==> config.mk <==
export PLATFORM = sky130hd
export DESIGN_NAME = sync_fifo
export DESIGN_NICKNAME = d
export VERILOG_FILES = /design/src/rtl/fifo_pkg.sv /design/src/rtl/fifo_ram.sv /design/src/rtl/sync_fifo.sv
export SDC_FILE = /design/constraint.sdc
export NUM_CORES = 1
export LEC_CHECK = 0
export ABC_AREA = 1
export ABC_CLOCK_PERIOD_IN_PS = 2600
export CAP_MARGIN = 20
export CORE_MARGIN = 2
export CORE_UTILIZATION = 57
export CTS_CLUSTER_SIZE = 8
export DETAILED_ROUTE_END_ITERATION = 10
export PLACE_DENSITY = 0.79
export RECOVER_POWER = 25
export SKIP_CTS_REPAIR_TIMING = 1
export SLEW_MARGIN = 20
export SYNTH_ARGS = -nofsm -noshare
export SYNTH_HDL_FRONTEND = slang
export SYNTH_SLANG_ARGS = --single-unit
==> constraint.sdc <==
create_clock -name clk -period 2.6 [get_ports clk]
set_input_delay 0.39 -clock clk [delete_from_list [all_inputs] [get_ports clk]]
set_output_delay 0.39 -clock clk [all_outputs]
set_load 0.01 [all_outputs]
==> src/rtl/fifo_pkg.sv <==
// Shared sizing helpers for the synchronous FIFO and its bench.
package fifo_pkg;

    function automatic int clog2(input int value);
        int res;
        res = 0;
        for (int i = 0; i < 31; i++) begin
            if ((32'sd1 <<< i) < value) begin
                res = i + 1;
            end
        end
        return res;
    endfunction

    function automatic int FIFO_PTR_W(input int depth);
        return clog2(depth) + 1;
    endfunction

endpackage

==> src/rtl/fifo_ram.sv <==
// Simple dual-port register array: synchronous write, registered read-first read port.
module fifo_ram
    import fifo_pkg::*;
#(
    parameter int WIDTH  = 8,
    parameter int DEPTH  = 8,
    parameter int ADDR_W = clog2(DEPTH)
) (
    input  logic              clk,
    input  logic              reset_n,
    input  logic              we,
    input  logic [ADDR_W-1:0] waddr,
    input  logic [WIDTH-1:0]  wdata,
    input  logic              re,
    input  logic [ADDR_W-1:0] raddr,
    output logic [WIDTH-1:0]  rdata
);

    logic [WIDTH-1:0] mem_r [DEPTH];
    logic [WIDTH-1:0] rdata_r;

    // Storage write; contents deliberately survive reset.
    always_ff @(posedge clk) begin
        if (we) begin
            mem_r[waddr] <= wdata;
        end
    end

    // Read register; sampling the old word on a collision gives read-before-write.
    always_ff @(posedge clk or negedge reset_n) begin
        if (!reset_n) begin
            rdata_r <= '0;
        end else if (re) begin
            rdata_r <= mem_r[raddr];
        end else begin
            rdata_r <= rdata_r;
        end
    end

    assign rdata = rdata_r;

endmodule

==> src/rtl/sync_fifo.sv <==
// Single-clock FIFO: pointers, occupancy count, level flags and optional sticky error flags.
// Define FIFO_ERR_EN to build the overflow/underflow registers.
module sync_fifo
    import fifo_pkg::*;
#(
    parameter int WIDTH    = 8,
    parameter int DEPTH    = 8,
    parameter int AF_LEVEL = 6,
    parameter int AE_LEVEL = 2
) (
    input  logic                         clk,
    input  logic                         reset_n,
    input  logic                         wr,
    input  logic [WIDTH-1:0]             wr_data,
    input  logic                         rd,
    output logic [WIDTH-1:0]             rd_data,
    output logic                         rd_valid,
    output logic                         full,
    output logic                         empty,
    output logic                         almost_full,
    output logic                         almost_empty,
    output logic [FIFO_PTR_W(DEPTH)-1:0] count,
    output logic                         overflow,
    output logic                         underflow,
    input  logic                         err_clr
);

    localparam int ADDR_W = clog2(DEPTH);
    localparam int PTR_W  = FIFO_PTR_W(DEPTH);
    localparam int CNT_W  = PTR_W;

    logic [PTR_W-1:0] w_ptr_r;
    logic [PTR_W-1:0] r_ptr_r;
    logic [CNT_W-1:0] count_r;
    logic [CNT_W-1:0] count_nxt_s;
    logic             full_r;
    logic             empty_r;
    logic             af_r;
    logic             ae_r;
    logic             rd_valid_r;
    logic             wr_acc_s;
    logic             rd_acc_s;
    logic             unused_bits_s;

    // Accept decisions and next occupancy.
    always_comb begin
        wr_acc_s = wr & (~full_r | rd);
        rd_acc_s = rd & ~empty_r;
        case ({wr_acc_s, rd_acc_s})
            2'b10:   count_nxt_s = count_r + CNT_W'(1'b1);
            2'b01:   count_nxt_s = count_r - CNT_W'(1'b1);
            default: count_nxt_s = count_r;
        endcase
    end

    // Pointers, count and all level flags move together on one edge.
    always_ff @(posedge clk or negedge reset_n) begin
        if (!reset_n) begin
            w_ptr_r    <= '0;
            r_ptr_r    <= '0;
            count_r    <= '0;
            full_r     <= 1'b0;
            empty_r    <= 1'b1;
            af_r       <= 1'b0;
            ae_r       <= 1'b1;
            rd_valid_r <= 1'b0;
        end else begin
            w_ptr_r    <= wr_acc_s ? w_ptr_r + PTR_W'(1'b1) : w_ptr_r;
            r_ptr_r    <= rd_acc_s ? r_ptr_r + PTR_W'(1'b1) : r_ptr_r;
            count_r    <= count_nxt_s;
            full_r     <= (count_nxt_s == CNT_W'(DEPTH));
            empty_r    <= (count_nxt_s == CNT_W'(0));
            af_r       <= (count_nxt_s >= CNT_W'(AF_LEVEL));
            ae_r       <= (count_nxt_s <= CNT_W'(AE_LEVEL));
            rd_valid_r <= rd_acc_s;
        end
    end

    fifo_ram #(
        .WIDTH (WIDTH),
        .DEPTH (DEPTH),
        .ADDR_W(ADDR_W)
    ) u_ram (
        .clk    (clk),
        .reset_n(reset_n),
        .we     (wr_acc_s),
        .waddr  (w_ptr_r[ADDR_W-1:0]),
        .wdata  (wr_data),
        .re     (rd_acc_s),
        .raddr  (r_ptr_r[ADDR_W-1:0]),
        .rdata  (rd_data)
    );

`ifdef FIFO_ERR_EN
    logic overflow_r;
    logic underflow_r;

    // Sticky error flags; a new error outranks a simultaneous clear.
    always_ff @(posedge clk or negedge reset_n) begin
        if (!reset_n) begin
            overflow_r  <= 1'b0;
            underflow_r <= 1'b0;
        end else begin
            if (wr & full_r & ~rd) begin
                overflow_r <= 1'b1;
            end else if (err_clr) begin
                overflow_r <= 1'b0;
            end else begin
                overflow_r <= overflow_r;
            end
            if (rd & empty_r) begin
                underflow_r <= 1'b1;
            end else if (err_clr) begin
                underflow_r <= 1'b0;
            end else begin
                underflow_r <= underflow_r;
            end
        end
    end

    assign overflow  = overflow_r;
    assign underflow = underflow_r;
`else
    assign overflow  = 1'b0;
    assign underflow = 1'b0;
`endif

    // Wrap bits only matter for pointer arithmetic; occupancy comes from count.
    assign unused_bits_s = &{1'b0, err_clr, w_ptr_r[ADDR_W], r_ptr_r[ADDR_W]};

    assign count        = count_r;
    assign full         = full_r;
    assign empty        = empty_r;
    assign almost_full  = af_r;
    assign almost_empty = ae_r;
    assign rd_valid     = rd_valid_r;

endmodule

==> impl_metrics.json <==
{
  "status": "completed",
  "rrSetupSlack_ps": 800,
  "place_ws_ps": 255,
  "grt_pass1_wl_mm": 11.5,
  "avgSynthCellArea_um2": 12.2,
  "period_share_pct": 76.6,
  "die_w_um": 82.9,
  "clkLatencyLatePin_ps": 360,
  "criticalPathCategory": "input port to flip-flop",
  "grt_antenna_before_repair": 0,
  "place_area_um2": 3980,
  "ios": 32,
  "utilization_pct": 70.0,
  "num_antenna_cells": 0,
  "hold_viol": 0,
  "worstPathRequired_ps": 2850,
  "drive_above_1_share_pct": 13.0,
  "dieArea_um2": 6870,
  "synth-seq-cells": 87,
  "path_common_cell": "inv_1",
  "numCtsBuffers": 9,
  "powerDensity_nw_per_um2": 1100,
  "tightestPinTransition_ps": 1170,
  "max_freq_mhz": 502,
  "gp_congestion": 0.801,
  "die_h_um": 82.9,
  "firstDrtPassIters": 5,
  "syn_inst": 292,
  "fp-row-count": 28,
  "irDropWorstVdd_mv": 0.642,
  "async_flop_share_pct": 26.4,
  "setup_violations": 0,
  "ys_types": 29,
  "netlist_area_um2": 3550,
  "final_cells": 414,
  "cts_root_buf": "clkbuf_8",
  "clkTransAtPathRegs_ps": 80,
  "tns_ps": 0,
  "hp-class": "flip-flop to flip-flop",
  "start_kind": "input port",
  "routedWlPerCell_um": 17.3,
  "clk_path_buf_depth": 2,
  "placement.io_buffers": 28,
  "max_slew_margin_pct": 22.3,
  "fin_ws_ps": 608,
  "grt-ovfl-total": 0,
  "grt_pass1_vias": 2331,
  "crit_fanout": 5,
  "htreeDepth": 3,
  "syn_to_final_growth_pct": 17.4,
  "crit_chain": "clkdlybuf4s50_1 -> inv_1 -> a21oi_2 -> inv_1 -> ha_1 -> inv_1 -> nand3_1 -> and2_4 -> nand3_2 -> nor2_1",
  "layout.nets": 351,
  "cts_tree": "yes",
  "yosysSeqAreaShare_pct": 70.4,
  "viasPerCell": 5.64,
  "drtIter0Drc": 259,
  "crit_arrival_ps": 2240,
  "synth-edff-count": 64,
  "core-area_um2": 5960,
  "cts.sinks": 87,
  "hold-worst-slack_ps": 483,
  "dpl.cell_count": 398,
  "slew_viol_final": 0,
  "synth_ff_type": "edfxtp_1",
  "yosysTopAreaCellShare_pct": 54.1,
  "ant_nets": 0,
  "maxCapViolCount": 0,
  "path_delay_family": "buffers and inverters",
  "ys_warn_count": 0,
  "place_hpwl_mm": 4.60,
  "track_usage_pct": 22.1,
  "rsz0062_at_grt": "false",
  "vias": 2334,
  "finalPower_mw": 4.60,
  "slowest_delay_ps": 550,
  "p_leak_nw": 1.60,
  "wl_mm": 7.18,
  "critPathCaptureType": "flip-flop",
  "synth_top_cell_by_area": "edfxtp_1",
  "design_area_um2": 4170,
  "layout_min_cycle_time_ps": 1990,
  "grt_max_degree": 34,
  "yosys-top-cells-area": "edfxtp_1 54%, dfrtp_1 15%, o21ai_0 4.9%",
  "cp_num_buf_inv": 4,
  "clock_skew_ps": 8.06,
  "route.detailed.drc": 0,
  "worst_path_max_delay_cell": "clkdlybuf4s50_1",
  "initial_utilization_pct": 59.6
}
==> worst reg2reg max path, cell delays in order, from the launching register on <==
cell and delay [ps]:
dfstp_2 530, inv_1 70, nand3_2 110, nand2_2 60
nand2_2 80, inv_1 50, ha_1 170, a21oi_1 150
inv_1 50, nand2_1 60, nand3_1 70, and2_4 160
nand3_2 70, nor2_1 40
==> final timing paths <==
check                                           startpoint                         end  cells after the start
worst min-delay path            u_ram.rdata[3]$_DFFE_PN0P_  u_ram.rdata[3]$_DFFE_PN0P_                      2
min in group asynchronous                          reset_n  u_ram.rdata[6]$_DFFE_PN0P_                      2
worst max register to register             empty$_DFF_PN1_              full$_DFF_PN0_                     13
max in group asynchronous                          reset_n          count[3]$_DFF_PN0_                      2
worst min register to register  u_ram.rdata[3]$_DFFE_PN0P_  u_ram.rdata[3]$_DFFE_PN0P_                      2
worst max-delay path                                    rd              full$_DFF_PN0_                     10
==> routing by layer <==
metal / vias to the layer above / share of wire (%) / track usage [%]
met1: 1117 / 43 / 29.7
li1: 1107 / - / -
met4: 0 / 1.5 / 11.6
met3: 10 / 7.2 / 4.57
met2: 100 / 48 / 34.2
met5: - / 0 / 0
==> registers in the layout (all words and copies together) (netlist names) <==
signal        cells
w_ptr_r           3
u_ram.rdata       8
r_ptr_r           3
full              1
empty             1
rd_valid          1
count             4
almost_empty      1
almost_full       1
u_ram.mem_r      64
==> cell families (layout without fill, tap and decap cells) <==
| group | after synthesis | count (layout) | synth area share, % |
|---|---|---|---|
| AND/OR/NAND/NOR | 105 | 105 | 13.1 |
| AO/OA/AOI/OAI | 54 | 54 | 9.41 |
| flip-flops | 87 | 87 | 70.4 |
| other | 1 | 2 | 0.106 |
| adder cells (fa/ha/maj) | 4 | 4 | 1.41 |
| buffers and inverters | 35 | 81 | 4.05 |
| XOR/XNOR | 6 | 6 | 1.48 |
==> cell usage in the layout, fill, tap and decap left out, types with 2 or more instances in the layout <==
cell             count
nand2_1             35
dlygate4sd3_1        5
dfrtp_1             21
o21ai_0             35
ha_1                 4
clkbuf_1             3
nand3_1             12
nand3_2              3
xor2_1               5
nand2_2              5
nand4_1              3
nor2_1              43
dfstp_2              2
conb_1               2
inv_1               19
edfxtp_1            64
clkdlybuf4s50_1     23
clkinv_2             2
buf_4               14
o221ai_1            16
clkinv_4             2
clkbuf_8             9
==> where the power goes <==
group          leakage, nW  switching, mW  internal [mW]
logic                0.647           1.02          0.668
clock network       0.0935          0.468          0.446
registers            0.855          0.174           1.82
total                 1.60           1.66           2.93
==> synth_stat cells (2+ instances only) <==
library cell and count:
nand2_2 5, o21ai_0 35, nand3_1 12, buf_2 3, xor2_1 5, nor2_1 43, o221ai_1 16, nand4_1 3
dfstp_2 2, buf_4 2, nand2_1 35, dfrtp_1 21, clkbuf_1 8, edfxtp_1 64, nand3_2 3, inv_1 19
ha_1 4
==> area by class of cell <==
type,instances,area [um^2]
inverter,22,83.8
multi-input combinational,171,910
tap,75,93.8
sequential,87,2500
timing repair buffer,43,389
clock inverter,5,60.1
clock buffer,11,131
fill,414,1790
No activity file was read; power rests on OpenSTA's default activity.
